`config.mk`:
```
export PLATFORM = sky130hd
export DESIGN_NAME = ls_reservation_station
export DESIGN_NICKNAME = d
export VERILOG_FILES = /design/src/rtl/ls_reservation_station.sv
export SDC_FILE = /design/constraint.sdc
export NUM_CORES = 2
export LEC_CHECK = 0
export ABC_AREA = 1
export CORE_UTILIZATION = 45
export CTS_BUF_LIST = sky130_fd_sc_hd__clkbuf_16
export DETAILED_ROUTE_END_ITERATION = 8
export GPL_TIMING_DRIVEN = 0
export HOLD_SLACK_MARGIN = 0.08
export PLACE_DENSITY_LB_ADDON = 0.1
export SYNTH_ARGS = -nofsm -noshare
export SYNTH_HDL_FRONTEND = slang
export SYNTH_SLANG_ARGS = --single-unit
```
`constraint.sdc`:
```
create_clock -name in_clk -period 41.5 [get_ports in_clk]
set_input_delay 10.375 -clock in_clk [delete_from_list [all_inputs] [get_ports in_clk]]
set_output_delay 10.375 -clock in_clk [all_outputs]
set_load 0.05 [all_outputs]
```
`src/rtl/ls_reservation_station.sv`:
```
// ls_reservation_station
//   In-order reservation station for the load/store unit. Dispatched
//   load/store ops queue in a circular FIFO. Operands that are not yet
//   available wait on a ROB tag and are woken by the result broadcast. Only
//   the head entry may issue, so memory ops reach the LSU in program order.
//   The issue packet is registered.
// Ports
//   in_clk, in_rst              clock, async active-high reset
//   in_dispatch_valid, in_fu_op, in_dst_rob_index,
//   in_val_a/b, in_ready_a/b, in_tag_a/b
//                               dispatch packet (a = address base, b = store data)
//   in_bcast_valid/index/value  result broadcast used for operand wakeup
//   in_fu_ready                 LSU can take an op this cycle
//   in_flush                    squash every queued entry
//   out_full                    no free slot; dispatch must hold
//   out_fu_start, out_fu_op, out_val_a, out_val_b, out_dst_rob_index
//                               registered issue packet (start pulses 1 cycle)

package ls_rs_pkg;
  typedef enum logic [0:0] {
    FU_OP_LDUR = 1'b0,
    FU_OP_STUR = 1'b1
  } fu_op_t;
endpackage

module ls_reservation_station
  import ls_rs_pkg::*;
#(
  parameter int ENTRIES   = 4,
  parameter int ROB_IDX_W = 4,
  parameter int GPR_SIZE  = 64
) (
  input  logic                 in_clk,
  input  logic                 in_rst,
  input  logic                 in_dispatch_valid,
  input  fu_op_t               in_fu_op,
  input  logic [ROB_IDX_W-1:0] in_dst_rob_index,
  input  logic [GPR_SIZE-1:0]  in_val_a,
  input  logic [GPR_SIZE-1:0]  in_val_b,
  input  logic                 in_ready_a,
  input  logic                 in_ready_b,
  input  logic [ROB_IDX_W-1:0] in_tag_a,
  input  logic [ROB_IDX_W-1:0] in_tag_b,
  input  logic                 in_bcast_valid,
  input  logic [ROB_IDX_W-1:0] in_bcast_index,
  input  logic [GPR_SIZE-1:0]  in_bcast_value,
  input  logic                 in_fu_ready,
  input  logic                 in_flush,
  output logic                 out_full,
  output logic                 out_fu_start,
  output fu_op_t               out_fu_op,
  output logic [GPR_SIZE-1:0]  out_val_a,
  output logic [GPR_SIZE-1:0]  out_val_b,
  output logic [ROB_IDX_W-1:0] out_dst_rob_index
);

  localparam int PTR_W = $clog2(ENTRIES);
  localparam int CNT_W = PTR_W + 1;

  logic [ENTRIES-1:0]   valid_q, valid_d;
  logic [ENTRIES-1:0]   rdy_a_q, rdy_a_d;
  logic [ENTRIES-1:0]   rdy_b_q, rdy_b_d;
  fu_op_t               op_q    [ENTRIES];
  fu_op_t               op_d    [ENTRIES];
  logic [ROB_IDX_W-1:0] dst_q   [ENTRIES];
  logic [ROB_IDX_W-1:0] dst_d   [ENTRIES];
  logic [ROB_IDX_W-1:0] tag_a_q [ENTRIES];
  logic [ROB_IDX_W-1:0] tag_a_d [ENTRIES];
  logic [ROB_IDX_W-1:0] tag_b_q [ENTRIES];
  logic [ROB_IDX_W-1:0] tag_b_d [ENTRIES];
  logic [GPR_SIZE-1:0]  val_a_q [ENTRIES];
  logic [GPR_SIZE-1:0]  val_a_d [ENTRIES];
  logic [GPR_SIZE-1:0]  val_b_q [ENTRIES];
  logic [GPR_SIZE-1:0]  val_b_d [ENTRIES];

  logic [PTR_W-1:0]     head_q, head_d;
  logic [PTR_W-1:0]     tail_q, tail_d;
  logic [CNT_W-1:0]     count_q, count_d;

  logic                 fu_start_q, fu_start_d;
  fu_op_t               fu_op_q, fu_op_d;
  logic [GPR_SIZE-1:0]  fu_val_a_q, fu_val_a_d;
  logic [GPR_SIZE-1:0]  fu_val_b_q, fu_val_b_d;
  logic [ROB_IDX_W-1:0] fu_dst_q, fu_dst_d;

  logic                 full;
  logic                 issue;
  logic                 dispatch;
  logic                 bypass_a;
  logic                 bypass_b;

  // Full comes from the registered count only, so a same-edge issue never
  // makes room for a same-edge dispatch.
  assign full = (count_q == CNT_W'(ENTRIES));

  always_comb begin
    valid_d    = valid_q;
    rdy_a_d    = rdy_a_q;
    rdy_b_d    = rdy_b_q;
    op_d       = op_q;
    dst_d      = dst_q;
    tag_a_d    = tag_a_q;
    tag_b_d    = tag_b_q;
    val_a_d    = val_a_q;
    val_b_d    = val_b_q;
    head_d     = head_q;
    tail_d     = tail_q;
    count_d    = count_q;
    fu_start_d = 1'b0;
    fu_op_d    = fu_op_q;
    fu_val_a_d = fu_val_a_q;
    fu_val_b_d = fu_val_b_q;
    fu_dst_d   = fu_dst_q;

    for (int unsigned i = 0; i < ENTRIES; i++) begin
      if (valid_q[i] && in_bcast_valid) begin
        if (!rdy_a_q[i] && tag_a_q[i] == in_bcast_index) begin
          rdy_a_d[i] = 1'b1;
          val_a_d[i] = in_bcast_value;
        end
        if (!rdy_b_q[i] && tag_b_q[i] == in_bcast_index) begin
          rdy_b_d[i] = 1'b1;
          val_b_d[i] = in_bcast_value;
        end
      end
    end

    issue    = valid_q[head_q] && rdy_a_q[head_q] && rdy_b_q[head_q] && in_fu_ready;
    dispatch = in_dispatch_valid && !full;
    bypass_a = !in_ready_a && in_bcast_valid && (in_tag_a == in_bcast_index);
    bypass_b = !in_ready_b && in_bcast_valid && (in_tag_b == in_bcast_index);

    if (issue) begin
      fu_start_d      = 1'b1;
      fu_op_d         = op_q[head_q];
      fu_val_a_d      = val_a_q[head_q];
      fu_val_b_d      = val_b_q[head_q];
      fu_dst_d        = dst_q[head_q];
      valid_d[head_q] = 1'b0;
      head_d          = head_q + PTR_W'(1);
    end

    // Dispatch can only share the head slot when the queue is empty, in
    // which case the head is not issuing, so the two writes never collide.
    if (dispatch) begin
      valid_d[tail_q] = 1'b1;
      op_d[tail_q]    = in_fu_op;
      dst_d[tail_q]   = in_dst_rob_index;
      tag_a_d[tail_q] = in_tag_a;
      tag_b_d[tail_q] = in_tag_b;
      rdy_a_d[tail_q] = in_ready_a || bypass_a;
      rdy_b_d[tail_q] = in_ready_b || bypass_b;
      val_a_d[tail_q] = bypass_a ? in_bcast_value : in_val_a;
      val_b_d[tail_q] = bypass_b ? in_bcast_value : in_val_b;
      tail_d          = tail_q + PTR_W'(1);
    end

    if (dispatch && !issue) begin
      count_d = count_q + CNT_W'(1);
    end else if (!dispatch && issue) begin
      count_d = count_q - CNT_W'(1);
    end

    // Flush wins over everything; the last issued packet values are kept.
    if (in_flush) begin
      valid_d    = '0;
      head_d     = '0;
      tail_d     = '0;
      count_d    = '0;
      fu_start_d = 1'b0;
    end
  end

  always_ff @(posedge in_clk or posedge in_rst) begin
    if (in_rst) begin
      valid_q    <= '0;
      rdy_a_q    <= '0;
      rdy_b_q    <= '0;
      op_q       <= '{default: FU_OP_LDUR};
      dst_q      <= '{default: '0};
      tag_a_q    <= '{default: '0};
      tag_b_q    <= '{default: '0};
      val_a_q    <= '{default: '0};
      val_b_q    <= '{default: '0};
      head_q     <= '0;
      tail_q     <= '0;
      count_q    <= '0;
      fu_start_q <= 1'b0;
      fu_op_q    <= FU_OP_LDUR;
      fu_val_a_q <= '0;
      fu_val_b_q <= '0;
      fu_dst_q   <= '0;
    end else begin
      valid_q    <= valid_d;
      rdy_a_q    <= rdy_a_d;
      rdy_b_q    <= rdy_b_d;
      op_q       <= op_d;
      dst_q      <= dst_d;
      tag_a_q    <= tag_a_d;
      tag_b_q    <= tag_b_d;
      val_a_q    <= val_a_d;
      val_b_q    <= val_b_d;
      head_q     <= head_d;
      tail_q     <= tail_d;
      count_q    <= count_d;
      fu_start_q <= fu_start_d;
      fu_op_q    <= fu_op_d;
      fu_val_a_q <= fu_val_a_d;
      fu_val_b_q <= fu_val_b_d;
      fu_dst_q   <= fu_dst_d;
    end
  end

  assign out_full          = full;
  assign out_fu_start      = fu_start_q;
  assign out_fu_op         = fu_op_q;
  assign out_val_a         = fu_val_a_q;
  assign out_val_b         = fu_val_b_q;
  assign out_dst_rob_index = fu_dst_q;

endmodule

```
==> results.sh <==
export IMPL_power_density_nw_per_um2=65.1
export IMPL_drcViolationCount=0
export IMPL_dpl_hpwl_mm=127
export IMPL_maxSlewViolCount=11
export IMPL_yosysSeqAreaShare=0.434
export IMPL_cpPeakStageDelay_ns=0.66
export IMPL_wirelength_mm=183
export IMPL_slew_limit_headroom=-0.0139
export IMPL_drive_gt1_frac=0.0648
export IMPL_power_frac_seq=0.376
export IMPL_fillers=9060
export IMPL_reg2reg_depth=9
export IMPL_hold_viol=0
export IMPL_clkPwrFrac=0.231
export IMPL_fin_setup_tns_ns=0
export IMPL_fmax_ghz=0.0783
export IMPL_p_int_mw=1.84
export IMPL_grt_total_usage=0.385
export IMPL_post_place_ws_ns=28.25
export IMPL_ys_async_sr_fraction=1.00
export IMPL_synth_area_leaders="dfrtp_1 43%, nand2_1 16%, nand3_1 14%"
export IMPL_avgRoutedWirePerCell_microns=24.2
export IMPL_grt_max_degree=119
export IMPL_worst_pin_slew_ns=1.52
export IMPL_worstPathArrival_ns=13.36
export IMPL_timing_max_cap_violations=1
export IMPL_end_kind="register"
export IMPL_synth_flop_cell="dfrtp_1"
export IMPL_violations="capacitance limit, slew limit"
export IMPL_crit_buf_inv=4
export IMPL_cp_data_required_time_ns=42.08
export IMPL_first_pass_iters=8
export IMPL_syn_num_nets=6158
export IMPL_h_tree_depth=3
export IMPL_ir_worst_vdd_v=0.0000376
export IMPL_initial_core_util=0.457
export IMPL_cp_slowest_cell="buf_2"
export IMPL_insertion_delay_ns=0.68
export IMPL_cts_buffers=84
export IMPL_pwr_share_comb=0.394
export IMPL_antenna_found_initial=14
export IMPL_min_period_ns=12.78
export IMPL_hold_buffers=0
export IMPL_routed_via_density=5.83
export IMPL_core_area_sq_um=90600
export IMPL_fin_util=0.537
export IMPL_setup_viol=0
export IMPL_min_path_cells=2
export IMPL_rows=110
export IMPL_grt_pass1_vias=41800
export IMPL_syn_inst=5932
export IMPL_status="complete, but fails checks"
export IMPL_holdWs_ns=0.473
export IMPL_avgSynthCellArea_sq_um=6.97
export IMPL_nets=6547
export IMPL_ys_seq_elements=717
export IMPL_dpl_cell_count=7411
export IMPL_dieArea_sq_um=93100
export IMPL_rsz0062_at_grt="no"
export IMPL_stdcell_count=7568
export IMPL_postCtsSetupRepairBufs=0
export IMPL_grt_pass1_wl_mm=268
export IMPL_netlist_area_sq_um=41300
export IMPL_leakage_nw=24.8
export IMPL_die_height_microns=305
export IMPL_clockBufferDepth=3
export IMPL_finalCritPeriodShare=0.308
export IMPL_grt_ovfl_total=0
export IMPL_io_pins=352
export IMPL_swShare=0.419
export IMPL_yosysWarnings=0
export IMPL_yosysUniqueCellTypes=33
export IMPL_yosys_top_cells_count="1746 x nand2_1, 1170 x nand3_1, 717 x dfrtp_1"
export IMPL_port_buffers=296
export IMPL_vias=44100
export IMPL_cts_tree="yes"
export IMPL_critPathMostFrequentCell="nand2_1"
export IMPL_final_antenna_net_count=0
export IMPL_crit_chain="clkdlybuf4s50_1 > nand3_1 > inv_2 > buf_2 > buf_4 > nand2_1 > nand2_1"
export IMPL_syn2layout_area_growth_pct=17.5
export IMPL_cp_max_fo=10
export IMPL_cts_resized=0
export IMPL_cp_top_family="buffers and inverters"
export IMPL_yosys_area_top_type_share=0.434
export IMPL_start_kind="input port"
export IMPL_synth_edf_count=0
export IMPL_first_iter_violations=5702
export IMPL_clock_sinks=717
export IMPL_synth_area_leader_cell="dfrtp_1"
export IMPL_switching_power_mw=1.32
export IMPL_worst_setup_path_type="in -> reg"
export IMPL_clkTransAtPathRegs_ns=0.06
export IMPL_die_x_microns=305
export IMPL_yosysMostFrequentCell="nand2_1"
export IMPL_hold_path_class="reg -> reg"
export IMPL_skew_ns=0.0409
export IMPL_setup_slack_ns=28.72
export IMPL_path_depth=7
export IMPL_cts_root_buf="clkbuf_16"
export IMPL_place_gp_congestion=0.980
-- layer usage --
layer | global-route usage | routed length, microns
met3 | 0.0953 | 21800
met5 | 0 | 69
met2 | 0.583 | 80200
met4 | 0.196 | 9220
met1 | 0.510 | 71500
-- per-stage QoR --
stage | total power, mW | instance area (sq um)
after floorplan | 2.01 | 41300
final | 3.16 | 48600
after detailed placement | 2.41 | 46000
after global routing | 3.34 | 48600
after global placement | 2.38 | 45800
after CTS | 3.13 | 48600
-- final timing paths --
check | slack [ns] | from | end
worst min-delay path | 0.47 | op_q[3]$_DFFE_PP0P_ | op_q[3]$_DFFE_PP0P_
worst max register to register | 37.16 | head_q[1]$_DFFE_PP0P_ | out_val_b[35]$_DFFE_PP0N_
max in group asynchronous | 29.40 | in_rst | val_b_q[210]$_DFF_PP0_
worst min register to register | 0.47 | op_q[3]$_DFFE_PP0P_ | op_q[3]$_DFFE_PP0P_
min in group asynchronous | 10.14 | in_rst | val_a_q[55]$_DFF_PP0_
worst max-delay path | 28.72 | in_fu_ready | out_val_b[35]$_DFFE_PP0N_
-- registers in the layout, summed over array words and instances (netlist names) --
register	count
out_fu_op	1
dst_q	16
op_q	4
out_dst_rob_index	4
count_q	3
rdy_a_q	4
val_b_q	256
out_val_b	64
out_fu_start	1
head_q	2
tag_a_q	16
tail_q	2
rdy_b_q	4
val_a_q	256
valid_q	4
out_val_a	64
tag_b_q	16
-- cell type report --
type | instances | area [sq um] | area share
Buffer | 493 | 2410 | 0.0497
Clock inverter | 64 | 417 | 0.00857
Multi-Input combinational cell | 4077 | 18600 | 0.382
Tap cell | 1176 | 1470 | 0.0303
Clock buffer | 87 | 2180 | 0.0448
Sequential cell | 717 | 17900 | 0.369
Antenna cell | 6 | 15.0 | 0.000309
Inverter | 645 | 2430 | 0.0500
Timing Repair Buffer | 303 | 3160 | 0.0649
-- cell usage in the layout, fill, tap and decap left out, types with 4 or more instances in the layout --
master	count
nand2_1	1746
buf_4	52
nor2_1	311
o211ai_1	64
clkbuf_16	87
o22ai_1	83
buf_1	38
buf_16	7
inv_1	649
o21ai_0	416
clkinv_1	20
o21a_1	5
ha_1	8
nand3_1	1170
o21ai_1	8
buf_6	28
buf_2	100
nand4_2	6
a21oi_2	29
nand4_1	69
dfrtp_1	717
bufinv_16	4
clkinv_2	19
xnor2_1	8
xor2_1	11
nor3_2	5
diode_2	6
a21oi_1	99
clkbuf_2	26
inv_2	8
clkbuf_1	249
clkdlybuf4s50_1	296
nand2_2	32
-- tightest hold or removal path: cells and delay by family, from the launching register on --
kind | cells | cell delay, ns
flops | 1 | 0.34
simple gates | 2 | 0.10
-- logic make-up (layout without fill, tap and decap cells) --
logic type / after synthesis / count (layout) / share of synthesized area
AOI/OAI and AO/OA: 706 / 706 / 0.0949
DFF: 717 / 717 / 0.434
and+or+nand+nor: 3343 / 3343 / 0.347
buffers and inverters: 1138 / 1592 / 0.117
xor gates and xnor gates: 19 / 19 / 0.00402
adders and majority gates: 9 / 9 / 0.00291
other: 0 / 6 / 0
-- power groups by stage --
stage               combinational (mW)  clock [mW]  sequential, mW
detailed placement                1.22           0            1.19
global route                      1.36       0.753            1.22
global placement                  1.19           0            1.19
floorplan                        0.662           0            1.35
finish                            1.24       0.729            1.19
CTS                               1.22       0.728            1.18
Power figures use the tool's default switching activity.
